$ cat src/rtl/ms_board_pkg.sv
// rtl/ms_board_pkg.sv - shared command/state enums and cell-word bit positions
package ms_board_pkg;

    typedef enum logic [1:0] {
        OP_NOP      = 2'd0,
        OP_FLAG     = 2'd1,
        OP_REVEAL   = 2'd2,
        OP_NEW_GAME = 2'd3
    } cmd_op_e;

    typedef enum logic [2:0] {
        S_IDLE,
        S_PLACE,
        S_COUNT,
        S_PLAY,
        S_LOST,
        S_WON
    } state_e;

    localparam int FLAG_B    = 4;
    localparam int TIERRA_B  = 5;
    localparam int DESBLOQ_B = 6;
    localparam int BLOQ_B    = 7;
    localparam int MINE_B    = 8;

    localparam logic [8:0] CELL_COVERED = 9'h080;

endpackage

$ cat src/rtl/board_state_writer_neighbor_counter.sv
// rtl/board_state_writer_neighbor_counter.sv - combinational mine count of the 8 in-bounds neighbours
module neighbor_counter #(
    parameter int ROWS = 8,
    parameter int COLS = 8
) (
    input  logic [ROWS*COLS-1:0]         i_mines,
    input  logic [$clog2(ROWS*COLS)-1:0] i_idx,
    output logic [3:0]                   o_count
);
    localparam int CW = $clog2(COLS);
    localparam int IW = $clog2(ROWS*COLS);

    int            w_r;
    int            w_c;
    int            w_nr;
    int            w_nc;
    logic [IW-1:0] w_nidx;

    // Out-of-range neighbours are skipped, so edge cells never wrap to the far side.
    always_comb begin
        w_r     = int'(i_idx[IW-1:CW]);
        w_c     = int'(i_idx[CW-1:0]);
        w_nr    = 0;
        w_nc    = 0;
        w_nidx  = '0;
        o_count = '0;
        for (int dr = -1; dr <= 1; dr++) begin
            for (int dc = -1; dc <= 1; dc++) begin
                w_nr   = w_r + dr;
                w_nc   = w_c + dc;
                w_nidx = IW'(w_nr * COLS + w_nc);
                if ((dr != 0 || dc != 0) && w_nr >= 0 && w_nr < ROWS && w_nc >= 0 && w_nc < COLS)
                    o_count = o_count + {3'b000, i_mines[w_nidx]};
            end
        end
    end

endmodule

$ cat src/rtl/board_state_writer.sv
// rtl/board_state_writer.sv - Minesweeper board owner: commands, LFSR mine placement, neighbour counts
module board_state_writer
    import ms_board_pkg::*;
#(
    parameter int          ROWS  = 8,
    parameter int          COLS  = 8,
    parameter int          MINES = 10,
    parameter logic [15:0] SEED  = 16'hACE1
) (
    input  logic                           clk,
    input  logic                           rst,
    input  logic                           cmd_valid,
    output logic                           cmd_ready,
    input  logic [1:0]                     cmd_op,
    input  logic [$clog2(ROWS)-1:0]        cmd_row,
    input  logic [$clog2(COLS)-1:0]        cmd_col,
    input  logic [$clog2(ROWS)-1:0]        rd_row,
    input  logic [$clog2(COLS)-1:0]        rd_col,
    output logic [8:0]                     rd_state,
    output logic                           busy,
    output logic                           game_lost,
    output logic                           game_won,
    output logic [$clog2(ROWS*COLS):0]     flags_placed
);
    localparam int N    = ROWS * COLS;
    localparam int IW   = $clog2(N);
    localparam int CNTW = IW + 1;

    state_e          r_state;
    state_e          w_next_state;
    logic [15:0]     r_lfsr;
    logic [8:0]      r_cells [N];
    logic [CNTW-1:0] r_placed;
    logic [CNTW-1:0] r_revealed;
    logic [CNTW-1:0] r_flags;
    logic [IW-1:0]   r_idx;

    logic [IW-1:0]   w_cmd_idx;
    logic [IW-1:0]   w_place_idx;
    logic [N-1:0]    w_mines;
    logic [3:0]      w_nc;
    logic            w_accept;
    logic            w_new_game;
    logic            w_flag;
    logic            w_reveal;
    logic            w_place_hit;

    // Power-of-two dimensions make the row-major index a plain concatenation.
    assign w_cmd_idx   = {cmd_row, cmd_col};
    assign w_place_idx = r_lfsr[IW-1:0];
    assign rd_state    = r_cells[{rd_row, rd_col}];
    assign game_lost   = (r_state == S_LOST);
    assign game_won    = (r_state == S_WON);
    assign flags_placed = r_flags;

    always_comb begin
        w_mines = '0;
        for (int i = 0; i < N; i++) w_mines[i] = r_cells[i][MINE_B];
    end

    neighbor_counter #(.ROWS(ROWS), .COLS(COLS)) u_nc (
        .i_mines (w_mines),
        .i_idx   (r_idx),
        .o_count (w_nc)
    );

    always_ff @(posedge clk or posedge rst) begin
        if (rst) r_state <= S_IDLE;
        else     r_state <= w_next_state;
    end

    always_comb begin
        w_next_state = r_state;
        cmd_ready    = 1'b0;
        busy         = 1'b0;
        w_new_game   = 1'b0;
        w_flag       = 1'b0;
        w_reveal     = 1'b0;
        w_place_hit  = 1'b0;
        case (r_state)
            S_PLACE: begin
                busy        = 1'b1;
                w_place_hit = ~r_cells[w_place_idx][MINE_B];
                if (w_place_hit && r_placed == CNTW'(MINES - 1)) w_next_state = S_COUNT;
            end
            S_COUNT: begin
                busy = 1'b1;
                if (r_idx == IW'(N - 1)) w_next_state = S_PLAY;
            end
            default: cmd_ready = 1'b1;
        endcase
        w_accept = cmd_valid && cmd_ready;
        if (w_accept) begin
            case (cmd_op_e'(cmd_op))
                OP_NEW_GAME: begin
                    w_new_game   = 1'b1;
                    w_next_state = S_PLACE;
                end
                OP_FLAG: w_flag = (r_state == S_PLAY) && r_cells[w_cmd_idx][BLOQ_B];
                OP_REVEAL: begin
                    if (r_state == S_PLAY && r_cells[w_cmd_idx][BLOQ_B] && !r_cells[w_cmd_idx][FLAG_B]) begin
                        w_reveal = 1'b1;
                        if (r_cells[w_cmd_idx][MINE_B])                 w_next_state = S_LOST;
                        else if (r_revealed == CNTW'(N - MINES - 1))    w_next_state = S_WON;
                    end
                end
                default: ;
            endcase
        end
    end

    // The LFSR free-runs in every state so the layout depends on when NEW_GAME lands.
    always_ff @(posedge clk or posedge rst) begin
        if (rst) begin
            r_lfsr     <= SEED;
            r_placed   <= '0;
            r_revealed <= '0;
            r_flags    <= '0;
            r_idx      <= '0;
        end else begin
            r_lfsr <= {r_lfsr[14:0], r_lfsr[15] ^ r_lfsr[13] ^ r_lfsr[12] ^ r_lfsr[10]};
            if (w_new_game) begin
                r_placed   <= '0;
                r_revealed <= '0;
                r_flags    <= '0;
                r_idx      <= '0;
            end else begin
                if (w_place_hit)        r_placed <= r_placed + 1'b1;
                if (r_state == S_COUNT) r_idx    <= r_idx + 1'b1;
                if (w_flag)             r_flags  <= r_cells[w_cmd_idx][FLAG_B] ? r_flags - 1'b1 : r_flags + 1'b1;
                if (w_reveal && !r_cells[w_cmd_idx][MINE_B]) r_revealed <= r_revealed + 1'b1;
            end
        end
    end

    always_ff @(posedge clk or posedge rst) begin
        if (rst) begin
            for (int i = 0; i < N; i++) r_cells[i] <= CELL_COVERED;
        end else if (w_new_game) begin
            for (int i = 0; i < N; i++) r_cells[i] <= CELL_COVERED;
        end else begin
            if (w_place_hit)        r_cells[w_place_idx][MINE_B] <= 1'b1;
            if (r_state == S_COUNT) r_cells[r_idx][3:0] <= w_nc;
            if (w_flag)             r_cells[w_cmd_idx][FLAG_B] <= ~r_cells[w_cmd_idx][FLAG_B];
            if (w_reveal) begin
                r_cells[w_cmd_idx][BLOQ_B] <= 1'b0;
                if (r_cells[w_cmd_idx][MINE_B]) r_cells[w_cmd_idx][TIERRA_B]  <= 1'b1;
                else                            r_cells[w_cmd_idx][DESBLOQ_B] <= 1'b1;
            end
        end
    end

endmodule

$ cat config.mk
export PLATFORM = sky130hd
export DESIGN_NAME = board_state_writer
export DESIGN_NICKNAME = d
export VERILOG_FILES = /design/src/rtl/ms_board_pkg.sv /design/src/rtl/board_state_writer_neighbor_counter.sv /design/src/rtl/board_state_writer.sv
export SDC_FILE = /design/constraint.sdc
export NUM_CORES = 2
export LEC_CHECK = 0
export CAP_MARGIN = 20
export CORE_AREA = 2 2 232 234
export CTS_CLUSTER_SIZE = 28
export DETAILED_ROUTE_END_ITERATION = 7
export DIE_AREA = 0 0 234 236
export PLACE_DENSITY = 0.8
export SLEW_MARGIN = 20
export SYNTH_ARGS = -nofsm -noshare
export SYNTH_HDL_FRONTEND = slang
export SYNTH_SLANG_ARGS = --single-unit
$ cat constraint.sdc
create_clock -name clk -period 54.2 [get_ports clk]
set_clock_uncertainty 0.05 [all_clocks]
set_input_delay 5.42 -clock clk [delete_from_list [all_inputs] [get_ports clk]]
set_output_delay 5.42 -clock clk [all_outputs]
set_load 0.02 [all_outputs]
# After elaboration in Yosys (flattened, before gate mapping)
# Index checks and enable logic that the tools add are counted.
# totals
ff_bits,622
in_bits,17
out_inout_bits,20
# op_classes
addsub,24
order_cmp,27
n_eq_ne,11
mux,83
n_bitwise,14
reduce_logical,34
# op_table
operator,count
two-way mux 576 bit,9
OR 576 bit,3
bitwise mux 576 bit,2
AND 576 bit,1
inverter 576 bit,1
demux 9 bit (select 6 bit),6
binary-select mux 9 bit (select 6 bit),3
two-way mux 9 bit,7
< comparator 6 x 7 -> 1 bit (second input constant),8
two-way mux 7 bit,8
binary-select mux 1 bit (select 6 bit),8
greater-or-equal comparator 32 x 1 -> 1 bit (second input constant),1
< comparator 32 x 5 -> 1 bit (second input constant),1
two-way mux 4 bit,8
adder 4 x 1 -> 4 bit,7
greater-or-equal comparator 7 bit (second input constant),4
inverter 6 -> 7 bit,4
logical AND 1 bit,27
adder 7 x 1 -> 7 bit (second input constant),3
< comparator 7 x 1 -> 1 bit (second input constant),3
two-way mux 1 bit,19
adder 6 x 5 -> 6 bit,3
adder 6 bit,3
two-way mux 3 bit,6
28 further kinds,48

# Depth between registers and ports, before layout
# logic_depth
depth_word,31
depth_mapped,34

# Hierarchy
# Synthesis repeated with hierarchy kept, for this count alone.
# hier_totals
cells_unflattened,3174
area_unflattened_um2,34810.9
# modules_own_cells
mod,instances,cells_each,area_per_inst_um2
board_state_writer,1,2927,31973.2
neighbor_counter,1,247,2837.7

# Worst setup path after synthesis
# No wires, ideal clock.
# synth_path
path_kind,in2out
from,input rd_col[0]
to,output rd_state[4]
arrival_ps,8212
path_slack_ps,40518
stages,6
n_path_buf,3
cell_sequence,clkbuf_1 clkbuf_1 buf_1 mux4_2 mux4_2 mux4_2
# synth_between
elab_chain_cells,4
# synth_rtl
item,line_no,text
start: declaration,board_state_writer.sv:18,"input logic [$clog2(COLS)-1:0] rd_col,"
inverter 6 -> 7 bit (not written as such),board_state_writer.sv:51,"assign rd_state = r_cells[{rd_row, rd_col}];"
binary-select mux 9 bit (select 6 bit),board_state_writer.sv:51,
two-way mux 9 bit (not written as such) (2 in series),board_state_writer.sv:51,
end: declaration,board_state_writer.sv:19,"output logic [8:0] rd_state,"
# No other way between the ends. The select of a mux whose other input is x is not followed.

# Worst setup path after layout
# layout_path
from,input rd_col[1]
to,output rd_state[0]
# The elaborated chain is that of the path after synthesis.

==> impl_metrics.toml <==
[run_status]
status = "completed"

[final_layout]
post-route-util_pct = 69.27
area_growth_pct = 8.321
final_area_sq_um = 36760
fin_nets = 3028
layout-drive-gt1-share_pct = 18.36

[clock_network]
cts_tree = "done"
clock-root-buffer = "clkbuf_16"
cts.repair.resized = 0
cts_post_setup_buffers_inserted = 0
holdBufCountCts = 0
numCtsBuffers = 67
htree_levels = 3
clock_path_buffers = 3
path_clk_slew_ns = 0.06
clock_latency_ns = 0.62
numClockSinks = 622

[critical_path]
crit_type = "input pin to primary output"
startpoint_type = "input pin"
cp.required_ns = 48.73
cp_max_fo = 75
cp-end-kind = "primary output"
arrival_ns = 9.27

[global_route]
antenna_found_initial = 2
first_global_vias = 27724
grt_pass1_wl_um = 167200
grt_usage_pct = 40.13
grt_overflow = 0
grt_max_degree = 203

[floorplanning]
coreArea_sq_um = 53070
die-area_sq_um = 55220
placementRows = 85
ios = 37
start_util_pct = 63.95
die_y_um = 236
die_w_um = 234

[sta]
maxSlewHeadroom_pct = 23.67
slew_viol_final = 0
worst_pin_slew_ns = 1.142
tns_ns = 0
hold_violations = 0
final-setup-viol-count = 0
max_freq_mhz = 67.85
min_period_over_period_pct = 27.19
fin_crit_ns = 14.74
rsz0062_at_grt = "false"

[placement]
place_area_sq_um = 34510
dp.final_hpwl_um = 70810
io_buffers = 36
gp_congestion = 1.014

[synth]
ys_warn_count = 0
async_flop_share_pct = 100.0
syn-mean-instance-area_sq_um = 11.06
synth_area_leaders = "dfrtp_1, mux4_2, nand2_1, dfstp_2, o21ai_0"
ys_types = 86
synth_top_area_share_pct = 40.56
synth_seq_area_share_pct = 46.13
synth-edff-count = 0
syn_area_sq_um = 33940
synth_cells = 3067
syn_nets = 3122
yosys.area.top_type = "dfrtp_1"
ys_ff_latch = 622
synthFlopType = "dfrtp_1"

[min_path]
hp-class = "register to register"

[power]
ir_drop_uv = 101.3
p_per_area_nw_per_um2 = 55.65
p_total_w = 0.002046
leakage_nw = 14.90

[route]
post_drt_wl_per_cell_um = 29.22
routed_wl_um = 108700
drt_pass1_iterations = 6
post-route-drc-count = 0
vias = 27916
drt_iter0_markers = 4001
ant_nets = 0
viasPerCell = 7.502

[flow_run]
cap_viol_max_count = 0
cell usage in the layout (no fill, tap or decap), types with 13 or more instances in the layout:
master,count
ha_1,34
o31ai_1,133
o21ai_2,20
clkdlybuf4s50_1,28
clkbuf_8,16
and3_1,13
mux4_2,230
inv_1,26
or3_1,21
nor3_1,20
a221oi_1,17
o22ai_1,15
o22a_1,65
a21oi_1,82
o211ai_1,68
o21ai_1,41
clkbuf_16,68
nand3_1,45
dfrtp_1,549
mux2_2,24
dfstp_2,72
xnor2_1,18
clkbuf_1,13
nor2_1,116
buf_4,52
nand2_1,534
o21ai_0,257
nand3b_1,17
a22o_1,100
mux2i_1,93
a22oi_1,23
cell usage after synthesis, drive strengths merged (8+ instances only):
master,n
mux2,24
dfstp,72
or3b,10
a31oi,10
o21ai,318
xnor2,22
a21oi,84
o211ai,69
nor2b,12
o31ai,133
nand2b,8
o22ai,15
mux4,230
a221oi,17
dfrtp,550
nand3b,17
a22oi,23
buf,98
and2,8
nor2,118
inv,27
o22a,65
nand2,535
or3,22
nor3b,10
ha,34
clkbuf,155
and3,14
nor3,23
nand3,46
mux2i,93
xor2,10
a22o,100
report_power, final:
group,internal (W),total (W),switching (W)
Combinational,0.000287,0.000871,0.000584
Sequential,0.000573,0.000712,0.000139
Clock,0.000269,0.000463,0.000194
Total,0.00113,0.00205,0.000917
cell type report:
type / count / area, sq um
antenna: 2 / 5.005
clock buffer: 97 / 1971
clock inverter: 22 / 246.5
fill: 3729 / 16310
inverter: 29 / 116.4
multi-input combinational: 2163 / 17110
sequential: 622 / 15660
tap: 696 / 870.8
timing repair buffer: 90 / 787.0
flip-flops by register name, summed over array words and instances, names as in the netlist:
| register | flops |
|---|---|
| r_state | 3 |
| r_placed | 7 |
| r_cells | 576 |
| r_lfsr | 16 |
| flags_placed | 7 |
| r_idx | 6 |
| r_revealed | 7 |
through the flow:
step / worst slack, ns / hold slack, ns / instances
final: 39.46 / 0.2974 / 3721
after global routing: 39.25 / 0.3109 / 3720
after CTS: 39.42 / 0.2995 / 3718
after detailed placement: 39.43 / 0.2864 / 3599
after global placement: 39.53 / 0.2875 / 3599
after floorplan: 31.43 / 0.2812 / 3067
cell families (layout without fill, tap and decap cells):
kind of cell,count (synthesis),in the layout,share of synthesized area (%)
adders and majority gates,38,38,1.490
DFF,622,622,46.13
xor gates and xnor gates,32,32,1.003
and+or+nand+nor,855,855,11.11
buffers and inverters,282,238,3.646
muxes,347,347,18.80
AOI/OAI and AO/OA,891,891,17.82
other,0,2,0
worst max-delay path, stage by stage:
cell and delay [ns]:
buf_6 0.54, buf_4 0.92, mux4_2 0.65, mux4_2 0.53, mux4_2 0.49, clkdlybuf4s50_1 0.55
per-layer routing:
layer	vias up	track usage, %	wire (um)
met4	0	25.51	8592
met3	579	10.09	12570
met5	-	0	0
met2	2101	60.23	49530
li1	11384	-	-
met1	13852	52.41	38010
worst paths after layout:
path | from | end | slack (ns) | depth (start not counted)
worst max-delay path | rd_col[1] | rd_state[0] | 39.46 | 6
worst min-delay path | r_lfsr[8] | r_lfsr[9] | 0.30 | 0
worst max register to register | r_idx[0] | r_cells[280] | 43.60 | 31
worst min register to register | r_lfsr[8] | r_lfsr[9] | 0.30 | 0
max in group asynchronous | rst | r_cells[366] | 45.72 | 5
min in group asynchronous | rst | r_cells[126] | 5.31 | 2
Power figures use the tool's default switching activity.
